`src/rtl/bist_pkg.sv`:
```
// Shared definitions for the subcircuit BIST controller: FSM encoding,
// polynomial taps and the LFSR/MISR step function.
package bist_pkg;

    typedef enum logic [2:0] {
        S_IDLE,
        S_TRST,
        S_APPLY,
        S_FLUSH,
        S_CMP,
        S_DONE
    } state_t;

    // x^16 + x^14 + x^13 + x^11 + 1, Fibonacci form, taps at bits 15,13,12,10
    localparam logic [15:0] POLY_TAPS    = 16'hB400;
    localparam logic [15:0] DEFAULT_SEED = 16'hACE1;

    function automatic logic [15:0] lfsr_step(input logic [15:0] v);
        return {v[14:0], ^(v & POLY_TAPS)};
    endfunction

endpackage

```
`src/rtl/bist_lfsr16.sv`:
```
// 16-bit shift register used both as pattern generator (COMPACT=0) and as a
// single-input signature compactor (COMPACT=1, sin folded into bit 0).
module bist_lfsr16
    import bist_pkg::*;
#(
    parameter bit COMPACT = 1'b0,
    parameter int OUT_W   = 16
) (
    input  logic             clk,
    input  logic             rst,
    input  logic             clr,
    input  logic             load,
    input  logic [15:0]      load_val,
    input  logic             en,
    input  logic             sin,
    output logic [OUT_W-1:0] q
);

    logic [15:0] r;
    logic        fold;

    assign fold = COMPACT ? sin : 1'b0;

    // clear wins over load so a new run can never inherit a stale signature
    always_ff @(posedge clk or posedge rst) begin
        if (rst)       r <= '0;
        else if (clr)  r <= '0;
        else if (load) r <= load_val;
        else if (en)   r <= lfsr_step(r) ^ {15'b0, fold};
    end

    assign q = r[OUT_W-1:0];

endmodule

```
`src/rtl/subckt_bist_ctrl.sv`:
```
// BIST sequencer for one registered subcircuit: reset target, drive LFSR
// patterns, compact the latency-aligned response into a MISR, compare golden.
module subckt_bist_ctrl
    import bist_pkg::*;
#(
    parameter int NIN     = 5,
    parameter int LAT     = 2,
    parameter int RST_CYC = 2,
    parameter int CNT_W   = 16
) (
    input  logic             I1470_clk,
    input  logic             I1477_rst,
    input  logic             start,
    input  logic [15:0]      seed,
    input  logic [CNT_W-1:0] pat_cnt,
    input  logic [15:0]      golden,
    input  logic             dut_out,
    output logic [NIN-1:0]   dut_in,
    output logic             dut_rst,
    output logic             busy,
    output logic             done,
    output logic             pass,
    output logic [15:0]      signature
);

    state_t           state, next;
    logic [CNT_W-1:0] pat_r, pcnt;
    logic [15:0]      golden_r, rcnt;
    logic [3:0]       fcnt;
    logic [LAT-1:0]   vld_pipe, vld_next;
    logic [NIN-1:0]   lfsr_low;
    logic             accept, lfsr_en, vld_in, pass_r;

    always_ff @(posedge I1470_clk or posedge I1477_rst) begin
        if (I1477_rst) state <= S_IDLE;
        else           state <= next;
    end

    always_comb begin
        next    = state;
        accept  = 1'b0;
        lfsr_en = 1'b0;
        vld_in  = 1'b0;
        dut_in  = '0;
        case (state)
            S_IDLE, S_DONE: if (start) begin
                accept = 1'b1;
                next   = S_TRST;
            end
            S_TRST:  if (rcnt == 16'd0) next = (pat_r != '0) ? S_APPLY : S_FLUSH;
            S_APPLY: begin
                dut_in  = lfsr_low;
                lfsr_en = 1'b1;
                vld_in  = 1'b1;
                if (pcnt == pat_r - CNT_W'(1)) next = S_FLUSH;
            end
            S_FLUSH: if (fcnt == 4'd0) next = S_CMP;
            S_CMP:   next = S_DONE;
            default: next = S_IDLE;
        endcase
        dut_rst = I1477_rst | (state == S_TRST);
        busy    = (state == S_TRST) || (state == S_APPLY) || (state == S_FLUSH) || (state == S_CMP);
        done    = (state == S_DONE);
        pass    = done & pass_r;
    end

    generate
        if (LAT == 1) begin : g_vld1
            assign vld_next = vld_in;
        end else begin : g_vldn
            assign vld_next = {vld_pipe[LAT-2:0], vld_in};
        end
    endgenerate

    always_ff @(posedge I1470_clk or posedge I1477_rst) begin
        if (I1477_rst) begin
            pat_r    <= '0;
            golden_r <= '0;
            pcnt     <= '0;
            rcnt     <= '0;
            fcnt     <= '0;
            vld_pipe <= '0;
            pass_r   <= 1'b0;
        end else begin
            vld_pipe <= accept ? '0 : vld_next;
            if (accept) begin
                pat_r    <= pat_cnt;
                golden_r <= golden;
                pcnt     <= '0;
                rcnt     <= 16'(RST_CYC - 1);
                pass_r   <= 1'b0;
            end
            if (state == S_TRST && rcnt != 16'd0) rcnt <= rcnt - 16'd1;
            if (state == S_APPLY) pcnt <= pcnt + CNT_W'(1);
            // fcnt sits preloaded outside FLUSH so both TRST and APPLY can enter it
            if (state != S_FLUSH)      fcnt <= 4'(LAT - 1);
            else if (fcnt != 4'd0)     fcnt <= fcnt - 4'd1;
            if (state == S_CMP) pass_r <= (signature == golden_r);
        end
    end

    bist_lfsr16 #(.COMPACT(1'b0), .OUT_W(NIN)) u_lfsr (
        .clk      (I1470_clk),
        .rst      (I1477_rst),
        .clr      (1'b0),
        .load     (accept),
        .load_val ((seed == 16'h0) ? DEFAULT_SEED : seed),
        .en       (lfsr_en),
        .sin      (1'b0),
        .q        (lfsr_low)
    );

    bist_lfsr16 #(.COMPACT(1'b1), .OUT_W(16)) u_misr (
        .clk      (I1470_clk),
        .rst      (I1477_rst),
        .clr      (accept),
        .load     (1'b0),
        .load_val (16'h0),
        .en       (vld_pipe[LAT-1]),
        .sin      (dut_out),
        .q        (signature)
    );

endmodule

```
`config.mk`:
```
export PLATFORM = sky130hd
export DESIGN_NAME = subckt_bist_ctrl
export DESIGN_NICKNAME = d
export VERILOG_FILES = /design/src/rtl/bist_pkg.sv /design/src/rtl/bist_lfsr16.sv /design/src/rtl/subckt_bist_ctrl.sv
export SDC_FILE = /design/constraint.sdc
export NUM_CORES = 1
export LEC_CHECK = 0
export ABC_AREA = 1
export BUFFER_PORTS_ARGS = -buffer_cell sky130_fd_sc_hd__buf_2
export CORE_MARGIN = 3
export CORE_UTILIZATION = 40
export CTS_BUF_LIST = sky130_fd_sc_hd__clkbuf_4 sky130_fd_sc_hd__clkbuf_8
export DETAILED_ROUTE_END_ITERATION = 10
export PLACE_DENSITY_LB_ADDON = 0.3
export SLEW_MARGIN = 40
export SYNTH_ARGS = -nofsm -noshare
export SYNTH_HDL_FRONTEND = slang
export SYNTH_HIERARCHICAL = 1
export SYNTH_SLANG_ARGS = --single-unit
```
`constraint.sdc`:
```
create_clock -name I1470_clk -period 3.37 [get_ports I1470_clk]
set_input_delay 0.8425 -clock I1470_clk [delete_from_list [all_inputs] [get_ports I1470_clk]]
set_output_delay 0.8425 -clock I1470_clk [all_outputs]
set_load 0.03 [all_outputs]
```
==> impl_metrics.json, run 1 <==
{
  "setup_viol": 0,
  "clockBufferDepth": 2,
  "drtIter0Drc": 330,
  "crit_path_top_delay_cell": "dfrtp_1",
  "p_comb_share_pct": 8.8,
  "grt_pass1_vias": 5019,
  "synth-seq-cells": 106,
  "drt_pre_antenna_iters": 5,
  "worstPathCellList": "inv_1 > nand2_1 > nor2_2 > inv_1 > buf_4 > nand2_1 > inv_1 > nand3_1 > buf_2",
  "fillerInstances": 1594,
  "cts_buffers": 9,
  "wl_per_cell_um": 12.8,
  "fin_util_pct": 45.7,
  "ys_types": 48,
  "p_per_area_nw_per_um2": 326,
  "synth.most_common_cell": "nand2_1",
  "cts-root-buf": "clkbuf_8",
  "die_w_um": 131,
  "cp-end-kind": "output pin",
  "met2_length_mm": 6.60,
  "power_frac_seq_pct": 58.0,
  "grt_pass1_wl_mm": 24.4,
  "highest_layer": "met4",
  "outcome": "complete, no violations",
  "min_period_ns": 2.67,
  "clock.fmax_mhz": 374,
  "max-vdd-ir-drop_uv": 199,
  "yosys_warnings": 6,
  "nets": 977,
  "syn_area_per_cell_um2": 7.40,
  "start_util_pct": 40.9,
  "setup_tns_ns": 0,
  "r2r_cells": 11,
  "rows": 45,
  "wl_met3_um": 655,
  "cp_top_family": "buffers and inverters",
  "power_mw": 2.28,
  "grt_max_degree": 42,
  "drive_above_1_share_pct": 14.7,
  "clkPwrFrac_pct": 33.2,
  "hold_depth": 1,
  "arrival_ns": 1.83,
  "core_um2": 15300,
  "synth_area_leaders": "dfrtp_1 (43%), nand2_1 (14%), nor2_1 (6.7%)",
  "ctsHoldBuffers": 0,
  "gp_congestion": 0.823,
  "timing.final.crit_share_pct": 79.3,
  "syn_inst": 843,
  "synthArstFlopShare_pct": 100,
  "dieArea_um2": 17100,
  "maxSlewViolCount": 0,
  "dp_hpwl_mm": 10.7,
  "grt.overflow.total": 0,
  "netSwitchingPower_uw": 615,
  "synthFlopType": "dfrtp_1",
  "synth_edf_count": 0,
  "critPathMaxFanout": 11,
  "ant_nets": 0,
  "max_slew_margin_pct": 48.5,
  "hold_class": "reg2reg",
  "skew_ns": 0.0184,
  "startpoint_type": "register",
  "synthTopCellsByCount": "nand2_1 (231), nor2_1 (112), dfrtp_1 (106), inv_1 (104), nand3_1 (45)",
  "worstSkewPairLatency_ns": 0.39,
  "switching_share_pct": 27.0,
  "tightestPinTransition_ns": 0.772,
  "clkTransAtPathRegs_ns": 0.10,
  "cp.required_ns": 2.53,
  "wl_met1_mm": 7.10,
  "top_level_ports": 77,
  "netlist.top_cell.by_area": "dfrtp_1",
  "portBuffers": 76,
  "wl_mm": 14.5,
  "antenna_found_initial": 0,
  "cp_num_buf_inv": 5,
  "hold_viol": 0,
  "grt_setup_unrepaired": "false",
  "maxCapViolCount": 0,
  "antennaDiodeCount": 0,
  "p_int_mw": 1.66,
  "cts-resized-gates": 0,
  "cts.sinks": 106,
  "crit_top_cell": "inv_1",
  "grt_usage_pct": 17.8,
  "synth_top_area_share_pct": 42.5,
  "cts-htree-levels": 3,
  "yosysSeqAreaShare_pct": 42.5,
  "dr_total_vias": 5401,
  "fin_hold_ws_ns": 0.476,
  "leakage_nw": 3.57,
  "tritoncts": "done",
  "avgViaCountPerCell": 4.76,
  "path_class": "reg2out",
  "slowest_delay_ns": 0.40,
  "post_cts_buffers": 0,
  "cp.depth": 9,
  "syn_area_um2": 6240,
  "drc": 0,
  "reg2reg_slack_ns": 1.09,
  "dieHeight_um": 131,
  "syn2layout_area_growth_pct": 11.7
}
==> metal layers <==
layer / vias up / track usage [%]
met4: 0 / 3.57
met5: - / 0
li1: 2817 / -
met2: 106 / 27.7
met3: 8 / 4.02
met1: 2470 / 25.8
==> path summary, 6_finish.rpt <==
check / from / endpoint
worst min-delay path: rcnt[13] / rcnt[13]
worst max-delay path: state[0] / busy
max in group asynchronous: I1477_rst / fcnt[0]
worst min register to register: rcnt[13] / rcnt[13]
min in group asynchronous: I1477_rst / u_lfsr/r[9]
worst max register to register: state[1] / pcnt[11]
==> cells in the final DEF (no fill, tap or decap), types with 2 or more instances in the layout <==
cell type	count
nand4_1	12
nand3_1	45
o21ai_0	33
a21oi_1	17
clkbuf_8	10
nor4_1	8
inv_2	6
nand2_2	5
or2_2	2
clkinvlp_4	2
conb_1	18
o31ai_2	4
mux2i_1	3
o22ai_1	12
nor2_1	112
nand3b_1	2
nor3_1	9
clkinv_2	2
xnor2_1	16
o31ai_1	16
o21ai_1	10
o21ai_2	2
o32ai_1	5
nor2_2	9
buf_2	76
nand2_1	231
xor2_1	14
dfrtp_1	106
inv_6	3
ha_1	6
inv_1	103
buf_4	7
==> state kept, by name, summed over array words and instances, names as in the netlist <==
name      count
u_lfsr/r     16
pass_r        1
pcnt         16
vld_pipe      2
golden_r     16
rcnt         16
state         3
u_misr/q     16
pat_r        16
fcnt          4
==> cell type report <==
class	count	area, µm²	area share, %
multi-input combinational	608	3020	43.3
clock buffer	11	145	2.08
tap	211	264	3.79
timing repair buffer	83	433	6.21
sequential	106	2650	38.0
inverter	111	425	6.10
clock inverter	5	35.0	0.503
==> cell families (layout without fill, tap and decap cells) <==
family | Yosys count | after routing | share of synthesized area, %
flops | 106 | 106 | 42.5
compound gates | 107 | 107 | 10.9
fa+ha+maj | 6 | 6 | 1.20
xor+xnor | 30 | 30 | 4.21
buf+inv | 146 | 210 | 10.2
simple gates | 444 | 444 | 30.4
mux | 3 | 3 | 0.481
other cells | 1 | 18 | 0.0601
==> worst reg2reg max path: cells and delay by family, from the launching register on <==
family	cells	cell delay (ns)
AO/OA/AOI/OAI	3	0.29
buffers and inverters	5	1.16
flip-flops	1	0.42
AND/OR/NAND/NOR	3	0.31
==> power groups by stage <==
stage | Combinational [mW] | Clock (mW) | Sequential, mW
3_5_place_dp | 0.201 | 0 | 1.35
5_1_grt | 0.227 | 0.836 | 1.32
3_3_place_gp | 0.201 | 0 | 1.35
6_report | 0.201 | 0.755 | 1.32
4_1_cts | 0.202 | 0.780 | 1.32
2_1_floorplan | 0.0955 | 0 | 1.37
==> through the flow <==
| stage | worst slack [ns] | instances | instance area, µm² |
|---|---|---|---|
| after floorplan | 0.0655 | 860 | 6310 |
| after CTS | 0.663 | 1135 | 6970 |
| final | 0.698 | 1135 | 6970 |
| after detailed placement | 1.02 | 1119 | 6790 |
| after global routing | 0.511 | 1135 | 6970 |
| after global placement | 1.03 | 1119 | 6790 |
Power figures use the tool's default switching activity.
==> inputs of run 2 (changes only) <==
clock period = 2.2 ns   (was 3.37 ns; I/O delays follow)
==> run 2 against run 1 <==
  * The run now ends with setup timing left
  * Via count grew 0.56%
  * Sequential share of layout area decreased by 1.0 points
  * Total power rose by 53%
  * Worst setup slack worse by 0.70 ns
  * Critical path type unchanged
  * Largest cell class unchanged
==> impl_metrics.json, run 2 (synthesis gave the netlist of run 1 again) <==
{
  "dieHeight_um": 131,
  "nets": 990,
  "dr_total_vias": 5431,
  "max_slew_margin_pct": 55.5,
  "crit_path_top_delay_cell": "dfrtp_1",
  "fillerInstances": 1536,
  "fin_util_pct": 46.9,
  "dieArea_um2": 17100,
  "most-common-layout-cells": "nand2_1 (228), nor2_1 (110), dfrtp_1 (106), inv_1 (99), buf_2 (70)",
  "ctsHoldBuffers": 0,
  "worstPathCellList": "inv_2 > nand2_4 > nor2_4 > clkinvlp_4 > nor2_1 > buf_2",
  "drtIter0Drc": 292,
  "timing.final.crit_share_pct": 100,
  "grt_setup_unrepaired": "true",
  "fin_hold_ws_ns": 0.287,
  "tightestPinTransition_ns": 0.667,
  "setup_tns_ns": -0.00789,
  "grt.overflow.total": 0,
  "cts.sinks": 106,
  "critPathMaxFanout": 7,
  "maxCapViolCount": 0,
  "path_class": "reg2out",
  "grt_usage_pct": 17.8,
  "leakage_nw": 3.63,
  "setup_viol": 3,
  "wl_met3_um": 517,
  "cp.required_ns": 1.65,
  "cp_top_family": "buffers and inverters",
  "top_level_ports": 77,
  "grt_pass1_wl_mm": 24.3,
  "clockBufferDepth": 2,
  "worstSkewPairLatency_ns": 0.39,
  "wl_mm": 14.8,
  "dp_hpwl_mm": 10.5,
  "syn2layout_area_growth_pct": 14.7,
  "place_ws_ns": 0.206,
  "antennaDiodeCount": 0,
  "cp_num_buf_inv": 3,
  "grt_max_degree": 75,
  "cts_buffers": 9,
  "gp_congestion": 0.856,
  "ant_nets": 0,
  "die_w_um": 131,
  "arrival_ns": 1.66,
  "min_period_ns": 2.21,
  "p_per_area_nw_per_um2": 486,
  "layout_commonest_cell": "nand2_1",
  "startpoint_type": "register",
  "core_um2": 15300,
  "fin_ws_ns": -0.00735,
  "drt_pre_antenna_iters": 5,
  "outcome": "finished with violations",
  "drc": 0,
  "max-vdd-ir-drop_uv": 276,
  "clkTransAtPathRegs_ns": 0.11,
  "skew_ns": 0.00731,
  "finish.instance_area_um2": 7160,
  "avgViaCountPerCell": 4.73,
  "cts-root-buf": "clkbuf_8",
  "met2_length_mm": 6.83,
  "antenna_found_initial": 0,
  "drive_above_1_share_pct": 17.1,
  "hold_viol": 0,
  "wl_per_cell_um": 12.9,
  "slowest_delay_ns": 0.44,
  "portBuffers": 76,
  "cp-end-kind": "output pin",
  "cts-htree-levels": 3,
  "grt_pass1_vias": 4944,
  "wl_met1_mm": 7.18,
  "maxSlewViolCount": 0,
  "violations": "setup timing",
  "clock.fmax_mhz": 453,
  "rows": 45,
  "hold_class": "in2async",
  "tritoncts": "done",
  "placed_area_um2": 6840,
  "start_util_pct": 40.9,
  "highest_layer": "met4"
}
[run 2: where the power goes]
part / internal, mW / switching (mW) / total [mW]
clock network: 0.422 / 0.720 / 1.14
logic: 0.111 / 0.201 / 0.312
registers: 1.98 / 0.0475 / 2.02
total: 2.51 / 0.968 / 3.48
[run 2: layer usage]
layer,track usage (%),up-vias
met1,25.6,2478
li1,-,2850
met3,2.15,15
met4,6.17,0
met5,0,-
met2,27.9,88
[run 2: cell type report]
type                            count  area (µm²)  area share [%]
Timing Repair Buffer               96         569            7.95
Multi-Input combinational cell    608        3070            42.8
Tap cell                          211         264            3.69
Clock buffer                        9         124            1.73
Clock inverter                      7        52.6           0.734
Sequential cell                   106        2650            37.0
Inverter                          111         432            6.03
[run 2: stage by stage]
step	std cells	power [mW]
after global routing	1148	3.63
after CTS	1145	3.52
final	1148	3.48
after floorplan	860	2.25
after detailed placement	1123	2.37
after global placement	1123	2.37
[run 2: worst paths after layout]
| kind | end | slack (ns) | startpoint | cells after the start |
|---|---|---|---|---|
| setup / recovery | dut_in[0] | -0.007 | state[2] | 6 |
| hold / removal | u_lfsr/r[10] | 0.29 | I1477_rst | 2 |
| setup reg to reg | pcnt[12] | 0.18 | state[2] | 10 |
| hold reg to reg | rcnt[13] | 0.47 | rcnt[13] | 1 |
| max in group asynchronous | u_misr/q[5] | 1.47 | I1477_rst | 2 |
| min in group I1470_clk | pat_r[6] | 0.35 | pat_cnt[6] | 3 |
[run 2: worst register-to-register path: stages (launching register included)]
cell and delay, ns:
dfrtp_1 0.44, inv_2 0.09, nand2_4 0.06, nor2_4 0.14, clkinvlp_4 0.19, buf_4 0.18
buf_4 0.15, nor4_4 0.23, nand3_1 0.13, nor2_1 0.14, mux2i_1 0.19
[run 2: what timing repair did]
action                                  4_1_cts  5_1_grt
pin swaps                                     3        2
gates resized for setup                      12       13
buffers inserted                              6        3
hold endpoints to repair                      0        0
endpoints found under the setup margin        7       21
==> inputs of run 3 (changes only) <==
SETUP_SLACK_MARGIN = 0.05   (was default)
==> run 3 against run 2 <==
  * The run now ends clean
  * Total power about the same
  * Combinational power about the same
  * Routed wire length about the same
  * Worst setup slack better by 0.026 ns
  * Clock skew down 0.00061 ns
  * Hold slack better by 0.0021 ns
  * Sequential power about the same
  * Fmax up 1.2%
  * Largest cell class unchanged
  * Highest routed layer unchanged
==> impl_metrics.json, run 3 (synthesis gave the netlist of run 1 again) <==
{
  "outcome": "complete, no violations",
  "grt_pass1_wl_mm": 24.4,
  "startpoint_type": "register",
  "dr_total_vias": 5423,
  "min_period_ns": 2.18,
  "drc": 0,
  "arrival_ns": 1.63,
  "cts_buffers": 9,
  "cp.required_ns": 1.65,
  "die_w_um": 131,
  "antennaDiodeCount": 0,
  "dieHeight_um": 131,
  "top_level_ports": 77,
  "clock.fmax_mhz": 458,
  "ant_nets": 0,
  "nets": 988,
  "start_util_pct": 40.9,
  "dieArea_um2": 17100,
  "wl_mm": 14.8,
  "tritoncts": "done",
  "grt.overflow.total": 0,
  "drtIter0Drc": 285,
  "timing.final.crit_share_pct": 99.2,
  "clockBufferDepth": 2,
  "critPathMaxFanout": 7,
  "leakage_nw": 3.62,
  "drt_pre_antenna_iters": 5,
  "portBuffers": 76,
  "most-common-layout-cells": "nand2_1 (228), nor2_1 (110), dfrtp_1 (105), inv_1 (98), buf_2 (69)",
  "finish.instance_area_um2": 7160,
  "drive_above_1_share_pct": 17.2,
  "skew_ns": 0.00670,
  "hold_class": "in2async",
  "ctsHoldBuffers": 0,
  "antenna_found_initial": 0,
  "grt_usage_pct": 17.8,
  "syn2layout_area_growth_pct": 14.7,
  "cts-htree-levels": 3,
  "worstSkewPairLatency_ns": 0.39,
  "path_class": "reg2out",
  "tightestPinTransition_ns": 0.666,
  "layout_commonest_cell": "nand2_1",
  "dp_hpwl_mm": 10.5,
  "power_mw": 3.48,
  "max-vdd-ir-drop_uv": 275,
  "gp_congestion": 0.856,
  "cts.sinks": 106,
  "cp-end-kind": "output pin",
  "placed_area_um2": 6840,
  "clkTransAtPathRegs_ns": 0.11,
  "hold_viol": 0,
  "avgViaCountPerCell": 4.73,
  "maxCapViolCount": 0,
  "grt_max_degree": 75,
  "core_um2": 15300,
  "max_slew_margin_pct": 55.6,
  "setup_viol": 0,
  "maxSlewViolCount": 0,
  "fin_util_pct": 46.9,
  "cts-root-buf": "clkbuf_8",
  "grt_pass1_vias": 4950,
  "grt_setup_unrepaired": "true",
  "rows": 45,
  "wl_per_cell_um": 12.9,
  "p_per_area_nw_per_um2": 486
}
run 3: cell types whose count changed in the layout (fill, tap and decap cells not counted), sizes merged:
cell	change
buf	+1
clkbuf	-3
run 3: worst max-delay path: stages (launching register included):
cell and delay, ns:
dfrtp_2 0.45, inv_2 0.08, nand2_4 0.06, nor2_4 0.12
clkinvlp_4 0.19, nand2_2 0.10, inv_2 0.04, nand3_2 0.06
buf_6 0.13
run 3: what timing repair did:
action | in CTS | in global routing
buffers inserted | 6 | 1
pin swaps | 3 | 1
hold endpoints to repair | 0 | 0
endpoints found under the setup margin | 7 | 46
gates resized for setup | 17 | 12
run 3: final cells by class:
class | instances | area [µm²]
multi-input cells | 608 | 3070
flip-flops and latches | 106 | 2650
well taps | 211 | 264
repair buffers | 94 | 557
inverters | 111 | 434
clock inverters | 7 | 52.6
fillers | 1535 | 8100
clock buffers | 9 | 124
run 3: worst paths after layout:
kind | from | end | slack [ns] | cells after the start
max in group asynchronous | I1477_rst | u_misr/q[5] | 1.47 | 2
worst max-delay path | state[2] | busy | 0.02 | 8
min in group I1470_clk | pat_cnt[6] | pat_r[6] | 0.35 | 3
worst min register to register | rcnt[13] | rcnt[13] | 0.47 | 1
worst max register to register | state[2] | pcnt[12] | 0.20 | 10
worst min-delay path | I1477_rst | u_lfsr/r[10] | 0.29 | 2
run 3: report_power, final:
| group | internal, mW | total (mW) | switching (mW) |
|---|---|---|---|
| clock network | 0.422 | 1.14 | 0.720 |
| logic | 0.111 | 0.313 | 0.201 |
| registers | 1.98 | 2.02 | 0.0472 |
| total | 2.51 | 3.48 | 0.969 |
run 3: per-layer routing:
metal,wire (µm),vias to the layer above,GRT usage [%]
met1,7290,2490,25.6
met5,0,-,0
met2,6820,75,27.9
li1,-,2844,-
met3,421,14,2.15
met4,237,0,6.17
run 3: metrics by stage:
step / instances / hold WS [ns] / setup TNS [ns] / setup WS (ns)
floorplan: 860 / 0.440 / -0.304 / -0.304
global placement: 1123 / 0.456 / 0 / 0.232
detailed placement: 1123 / 0.460 / 0 / 0.206
CTS: 1145 / 0.295 / 0 / 0.00824
global route: 1146 / 0.334 / -0.390 / -0.0750
finish: 1146 / 0.289 / 0 / 0.0186
